[config.mk]
export PLATFORM = sky130hd
export DESIGN_NAME = hdmi_pll_ctrl
export DESIGN_NICKNAME = d
export VERILOG_FILES = /design/src/rtl/hdmi_pll_ctrl.sv
export SDC_FILE = /design/constraint.sdc
export NUM_CORES = 1
export LEC_CHECK = 0
export CAP_MARGIN = 20
export CORE_MARGIN = 5
export CORE_UTILIZATION = 50
export CTS_BUF_LIST = sky130_fd_sc_hd__clkbuf_8
export DETAILED_ROUTE_END_ITERATION = 10
export DONT_BUFFER_PORTS = 1
export GPL_ROUTABILITY_DRIVEN = 0
export PLACE_DENSITY = 0.69
export SLEW_MARGIN = 30
export SYNTH_ARGS = -nofsm -noshare
export SYNTH_HDL_FRONTEND = slang
export SYNTH_SLANG_ARGS = --single-unit
[constraint.sdc]
create_clock -name clock_in -period 1.86 [get_ports clock_in]
set_input_delay 0.279 -clock clock_in [delete_from_list [all_inputs] [get_ports clock_in]]
set_output_delay 0.279 -clock clock_in [all_outputs]
set_load 0.05 [all_outputs]
[src/rtl/hdmi_pll_ctrl.sv]
// rPLL dynamic-select sequencer: reset pulse, synced/filtered LOCK, timeout retries, mode switching.
// Optional saturating lock-loss counter is enabled by defining HDMI_PLL_CTRL_LOSS_CNT_EN.
module hdmi_pll_ctrl #(
  parameter int                      NUM_MODES     = 2,
  parameter int                      MODE_W        = 1,
  parameter logic [NUM_MODES*18-1:0] MODE_TABLE    = '0,
  parameter int                      RESET_CYCLES  = 16,
  parameter int                      LOCK_TIMEOUT  = 27000,
  parameter int                      STABLE_CYCLES = 1024,
  parameter int                      MAX_RETRIES   = 3
) (
  input  logic              clock_in,
  input  logic              reset,
  input  logic              req_valid,
  input  logic [MODE_W-1:0] req_mode,
  output logic              req_ready,
  input  logic              pll_lock,
  output logic              pll_reset,
  output logic [5:0]        pll_idsel,
  output logic [5:0]        pll_fbdsel,
  output logic [5:0]        pll_odsel,
  output logic [MODE_W-1:0] mode,
  output logic              ready,
  output logic              error
`ifdef HDMI_PLL_CTRL_LOSS_CNT_EN
  ,
  output logic [7:0]        lock_loss_cnt
`endif
);
  localparam int RC_W  = $clog2(RESET_CYCLES) + 1;
  localparam int TO_W  = $clog2(LOCK_TIMEOUT) + 1;
  localparam int ST_W  = $clog2(STABLE_CYCLES) + 1;
  localparam int RT_W  = $clog2(MAX_RETRIES) + 1;
  // One counter serves RST/WAIT/STABLE; it is cleared on every state entry.
  localparam int CNT_W = (RC_W > TO_W) ? ((RC_W > ST_W) ? RC_W : ST_W)
                                       : ((TO_W > ST_W) ? TO_W : ST_W);
  localparam logic [CNT_W-1:0] RST_LAST = CNT_W'(RESET_CYCLES - 1);
  localparam logic [CNT_W-1:0] TO_LAST  = CNT_W'(LOCK_TIMEOUT - 1);
  localparam logic [CNT_W-1:0] ST_LAST  = CNT_W'(STABLE_CYCLES);
  localparam logic [RT_W-1:0]  RT_MAX   = RT_W'(MAX_RETRIES);

  typedef enum logic [2:0] {S_RST, S_WAIT, S_STABLE, S_RUN, S_FAIL} state_t;

  state_t            state_q, state_d;
  logic [CNT_W-1:0]  cnt_q, cnt_d;
  logic [RT_W-1:0]   retry_q, retry_d, retry_inc;
  logic [MODE_W-1:0] mode_q, mode_d;
  logic [17:0]       sel_q, sel_d;
  logic [1:0]        sync_q, sync_d;
  logic              pll_reset_q, pll_reset_d;
  logic              ready_q, ready_d;
  logic              error_q, error_d;
  logic              req_ready_q, req_ready_d;
  logic              lock_s, accept, good;
`ifdef HDMI_PLL_CTRL_LOSS_CNT_EN
  logic [7:0]        loss_q, loss_d;
`endif

  function automatic logic [17:0] entry(input logic [MODE_W-1:0] m);
    return MODE_TABLE[int'(m)*18 +: 18];
  endfunction

  assign lock_s = sync_q[1];

  always_comb begin
    state_d   = state_q;
    cnt_d     = cnt_q;
    retry_d   = retry_q;
    mode_d    = mode_q;
    sel_d     = sel_q;
    sync_d    = {sync_q[0], pll_lock};
    retry_inc = retry_q + RT_W'(1);
    accept    = req_valid && req_ready_q;
    good      = accept && (32'(req_mode) < 32'(NUM_MODES));
    case (state_q)
      S_RST:
        if (cnt_q == RST_LAST) begin
          state_d = S_WAIT;
          cnt_d   = '0;
        end else cnt_d = cnt_q + CNT_W'(1);
      S_WAIT:
        if (lock_s) begin
          state_d = S_STABLE;
          cnt_d   = '0;
        end else if (cnt_q == TO_LAST) begin
          retry_d = retry_inc;
          cnt_d   = '0;
          state_d = (retry_inc == RT_MAX) ? S_FAIL : S_RST;
        end else cnt_d = cnt_q + CNT_W'(1);
      S_STABLE:
        if (!lock_s) begin
          state_d = S_WAIT;
          cnt_d   = '0;
        end else if (cnt_q == ST_LAST) state_d = S_RUN;
        else cnt_d = cnt_q + CNT_W'(1);
      S_RUN:
        if (!lock_s) begin
          state_d = S_RST;
          cnt_d   = '0;
          retry_d = '0;
        end
      S_FAIL: ;
      default: begin
        state_d = S_RST;
        cnt_d   = '0;
      end
    endcase
    // An accepted valid request overrides whatever the state logic chose.
    if (good) begin
      state_d = S_RST;
      cnt_d   = '0;
      retry_d = '0;
      mode_d  = req_mode;
      sel_d   = entry(req_mode);
    end
    pll_reset_d = (state_d == S_RST) || (state_d == S_FAIL);
    ready_d     = (state_d == S_RUN);
    error_d     = (state_d == S_FAIL);
    req_ready_d = (state_d == S_RUN) || (state_d == S_FAIL);
`ifdef HDMI_PLL_CTRL_LOSS_CNT_EN
    loss_d = loss_q;
    if ((state_q == S_RUN) && !lock_s && (loss_q != 8'hFF)) loss_d = loss_q + 8'd1;
`endif
  end

  always_ff @(posedge clock_in or posedge reset) begin
    if (reset) begin
      state_q     <= S_RST;
      cnt_q       <= '0;
      retry_q     <= '0;
      mode_q      <= '0;
      sel_q       <= MODE_TABLE[17:0];
      sync_q      <= '0;
      pll_reset_q <= 1'b1;
      ready_q     <= 1'b0;
      error_q     <= 1'b0;
      req_ready_q <= 1'b0;
`ifdef HDMI_PLL_CTRL_LOSS_CNT_EN
      loss_q      <= '0;
`endif
    end else begin
      state_q     <= state_d;
      cnt_q       <= cnt_d;
      retry_q     <= retry_d;
      mode_q      <= mode_d;
      sel_q       <= sel_d;
      sync_q      <= sync_d;
      pll_reset_q <= pll_reset_d;
      ready_q     <= ready_d;
      error_q     <= error_d;
      req_ready_q <= req_ready_d;
`ifdef HDMI_PLL_CTRL_LOSS_CNT_EN
      loss_q      <= loss_d;
`endif
    end
  end

  assign req_ready  = req_ready_q;
  assign pll_reset  = pll_reset_q;
  assign pll_idsel  = sel_q[17:12];
  assign pll_fbdsel = sel_q[11:6];
  assign pll_odsel  = sel_q[5:0];
  assign mode       = mode_q;
  assign ready      = ready_q;
  assign error      = error_q;
`ifdef HDMI_PLL_CTRL_LOSS_CNT_EN
  assign lock_loss_cnt = loss_q;
`endif
endmodule
==> impl_results.md <==
- Outcome: finished with violations
- Kind of critical path: register to register
- Synth warn: 0
- Synth area leader: dfrtp_1
- Synth cell types: 53
- Top post-synthesis cells by area: dfrtp_1 (37%), buf_4 (8.0%), a221o_1 (3.7%), nand2_1 (3.2%), a21oi_1 (2.7%)
- Post-Synthesis Cells: approximately 200
- P_leak: around 1.1 nW
- H-tree Lvls: 2
- Die X: between 70 and 80 um
- Asr flop ratio synth: 100%
- DR iter-0 viols: ~140
- IO Count: 28
- Routing usage on met1: roughly a quarter
- Final setup viols: 17
- Pins Over Slew Limit: 0
- F_max: just under 500 MHz
- CP Max Fanout: 8
- Pwr dens: around 1100 nW/um^2
- GR Util met3: under 10%
- Initial Util: 51.6%
- FF/Latch Area: 728 um^2
- Setup crit start kind: register
- Routed Antenna Nets: 0
- Die height: slightly above 70 um
- Vias per inst: slightly below 6
- Clock transition at path regs: around 0.060 ns
- Critical path arrival: approximately 2.2 ns
- Violated checks: setup timing
- 1st-pass router iterations: 4
- Sequential-to-total area share from yosys stat: around two fifths
- Most instantiated cells after synthesis: dfrtp_1 (28), buf_4 (20), nand2_1 (16)
- DIE AREA: 5110 um^2
- Area of the multi-input gates: 1120 um^2
- Max cap viols: 0
- Int Power: roughly 1.7 mW
- Final hold vios: 0
- Gr busiest metal: met2
- Required @ worst endpoint: around 2.0 ns
- Switch Pwr: ~1.1 mW
- GRT overflow: 0
- First-pass GRT wire length: 8090 um
- Peak supply drop: just over 0.8 mV
- Mapped Area: approximately 1900 um^2
- Vias in the first global route: 1726
- Met2 Use GR: between 30% and 40%
- Rows: 22
- Sw frac: between 30% and 40%
- Min Clock Period, post-route: about 2.1 ns
- Ant diodes: 0
- Worst Hold Class: input pin to register
- CP endpoint kind: register
- Largest net degree at the start of global routing: 30
- Layout net count: 262
- Layout cells sized above 1: about two fifths
- Clock sinks: 29
- WHS: approximately 0.025 ns
- Top FF cell, synth: dfrtp_1
- Fill cells: approximately 260
- Total placed instance area: between 2000 and 2500 um^2
- Setup WS post-layout: -0.206 ns
- Core Util, Final: between 60% and 70%
- Post-synth EDFFs: 0
- Total track usage: between 10% and 20%
- Register share of total power: 31.4%
- Detailed Route WL: between 5000 and 6000 um
- Synth top area share: around 37%
- Final setup TNS: -2.08 ns
- Core ar.: between 3000 and 4000 um^2
- Comb pwr share: 46.9%
- DRC viols: 0
- Design area: 2480 um^2
- Most common cell in the netlist: dfrtp_1
- Area grow syn2layout: 31.6%
- Initial antenna violation count: 0
- Port bufs: 0
- CTS tree: done
- Tcrit/Tclk final: 111%
- Dpl hpwl: ~3300 um
- Inserted Clock Buffers: 5
- Setup Skew: roughly 0.008 ns
- RSZ-0062 raised after global routing: yes
- Root buf cell: clkbuf_8
- #FFs+latches synth: 29
- CTS Buffer Depth: 2
- Synthesized area per cell: about 9.3 um^2
- Total number of vias: roughly 1800
- Wire length per cell: ~17 um
- Clk Latency, worst-skew pair: 0.29 ns
- Clock Power Share: 21.7%
[sequential cells by signal, indices dropped and copies added, names as in the netlist]
register and count:
req_ready 1, mode 1, state_q 3, pll_reset 1
error 1, ready 1, sync_q 2, cnt_q 16
retry_q 3
[area by class of cell]
class,instances,area share (%)
multi-input combinational,156,45.0
sequential,29,29.3
timing repair buffer,53,18.0
clock buffer,7,3.88
tap,48,2.42
inverter,8,1.21
clock inverter,1,0.201
[layer usage]
metal	vias to the layer above	wire length, um
met1	861	2170
li1	824	-
met3	12	335
met2	75	2570
met4	0	127
met5	-	0
[placed cells by master (no fill, tap or decap), types with 2 or more instances in the layout]
cell type	count
a2111oi_1	4
a211o_1	2
a21oi_2	10
a221o_1	7
a221o_2	3
a31oi_4	2
and2_1	5
and3_1	5
and4_1	3
buf_4	43
buf_6	7
clkbuf_8	7
conb_1	18
dfrtp_1	27
ha_1	2
ha_2	2
inv_1	7
mux2_2	2
nand2_1	15
nand2b_1	2
nand3_1	8
nand4_1	7
nor2_1	12
nor3_1	3
o211ai_1	2
o21ai_0	6
o21ai_1	3
o22ai_1	2
[repair_timing]
action,CTS,global route
resized for setup,20,20
setup endpoints to repair,16,22
endpoints found under the hold margin,28,0
buffers inserted,2,5
gates cloned,1,1
hold buffers,1,0
pin swaps,12,13
[critical path: stages (launching register included)]
cell and delay (ns):
dfrtp_1 0.40, inv_1 0.07, ha_2 0.17, nor4bb_4 0.14
and4_1 0.19, a22o_1 0.27, buf_6 0.16, buf_6 0.12
and2_4 0.14, a311o_1 0.26
[power groups by stage]
stage	combinational [mW]	sequential [mW]	clock, mW
after CTS	1.03	0.836	0.596
final	1.27	0.851	0.588
after detailed placement	0.911	0.843	0
after floorplan	0.636	0.832	0
after global routing	1.33	0.862	0.633
after global placement	0.878	0.833	0
[cell families (layout without fill, tap and decap cells)]
family / Yosys count / count (layout) / share of synthesized area, %
buffers and inverters: 36 / 69 / 12.9
AOI/OAI and AO/OA: 52 / 54 / 21.4
other: 1 / 18 / 0.199
DFF: 29 / 29 / 38.5
adders and majority gates: 4 / 4 / 2.65
muxes: 2 / 2 / 1.19
and+or+nand+nor: 77 / 77 / 22.7
xor gates and xnor gates: 1 / 1 / 0.464
[worst paths after layout]
kind / startpoint / endpoint / slack (ns) / cells after the start
max in group asynchronous: reset / pll_reset / 1.02 / 3
min in group asynchronous: reset / cnt_q[13] / 0.51 / 3
setup / recovery: cnt_q[1] / cnt_q[2] / -0.21 / 9
setup reg to reg: cnt_q[1] / cnt_q[2] / -0.21 / 9
hold / removal: pll_lock / sync_q[0] / 0.02 / 0
hold reg to reg: sync_q[0] / sync_q[1] / 0.36 / 0
[metrics by stage]
stage	power (mW)	setup slack, ns	std cells
floorplan	1.47	0.00463	219
global placement	1.71	-0.162	284
detailed placement	1.75	-0.192	284
CTS	2.47	-0.140	296
global route	2.83	-0.275	302
finish	2.71	-0.206	302
Power figures use the tool's default switching activity.
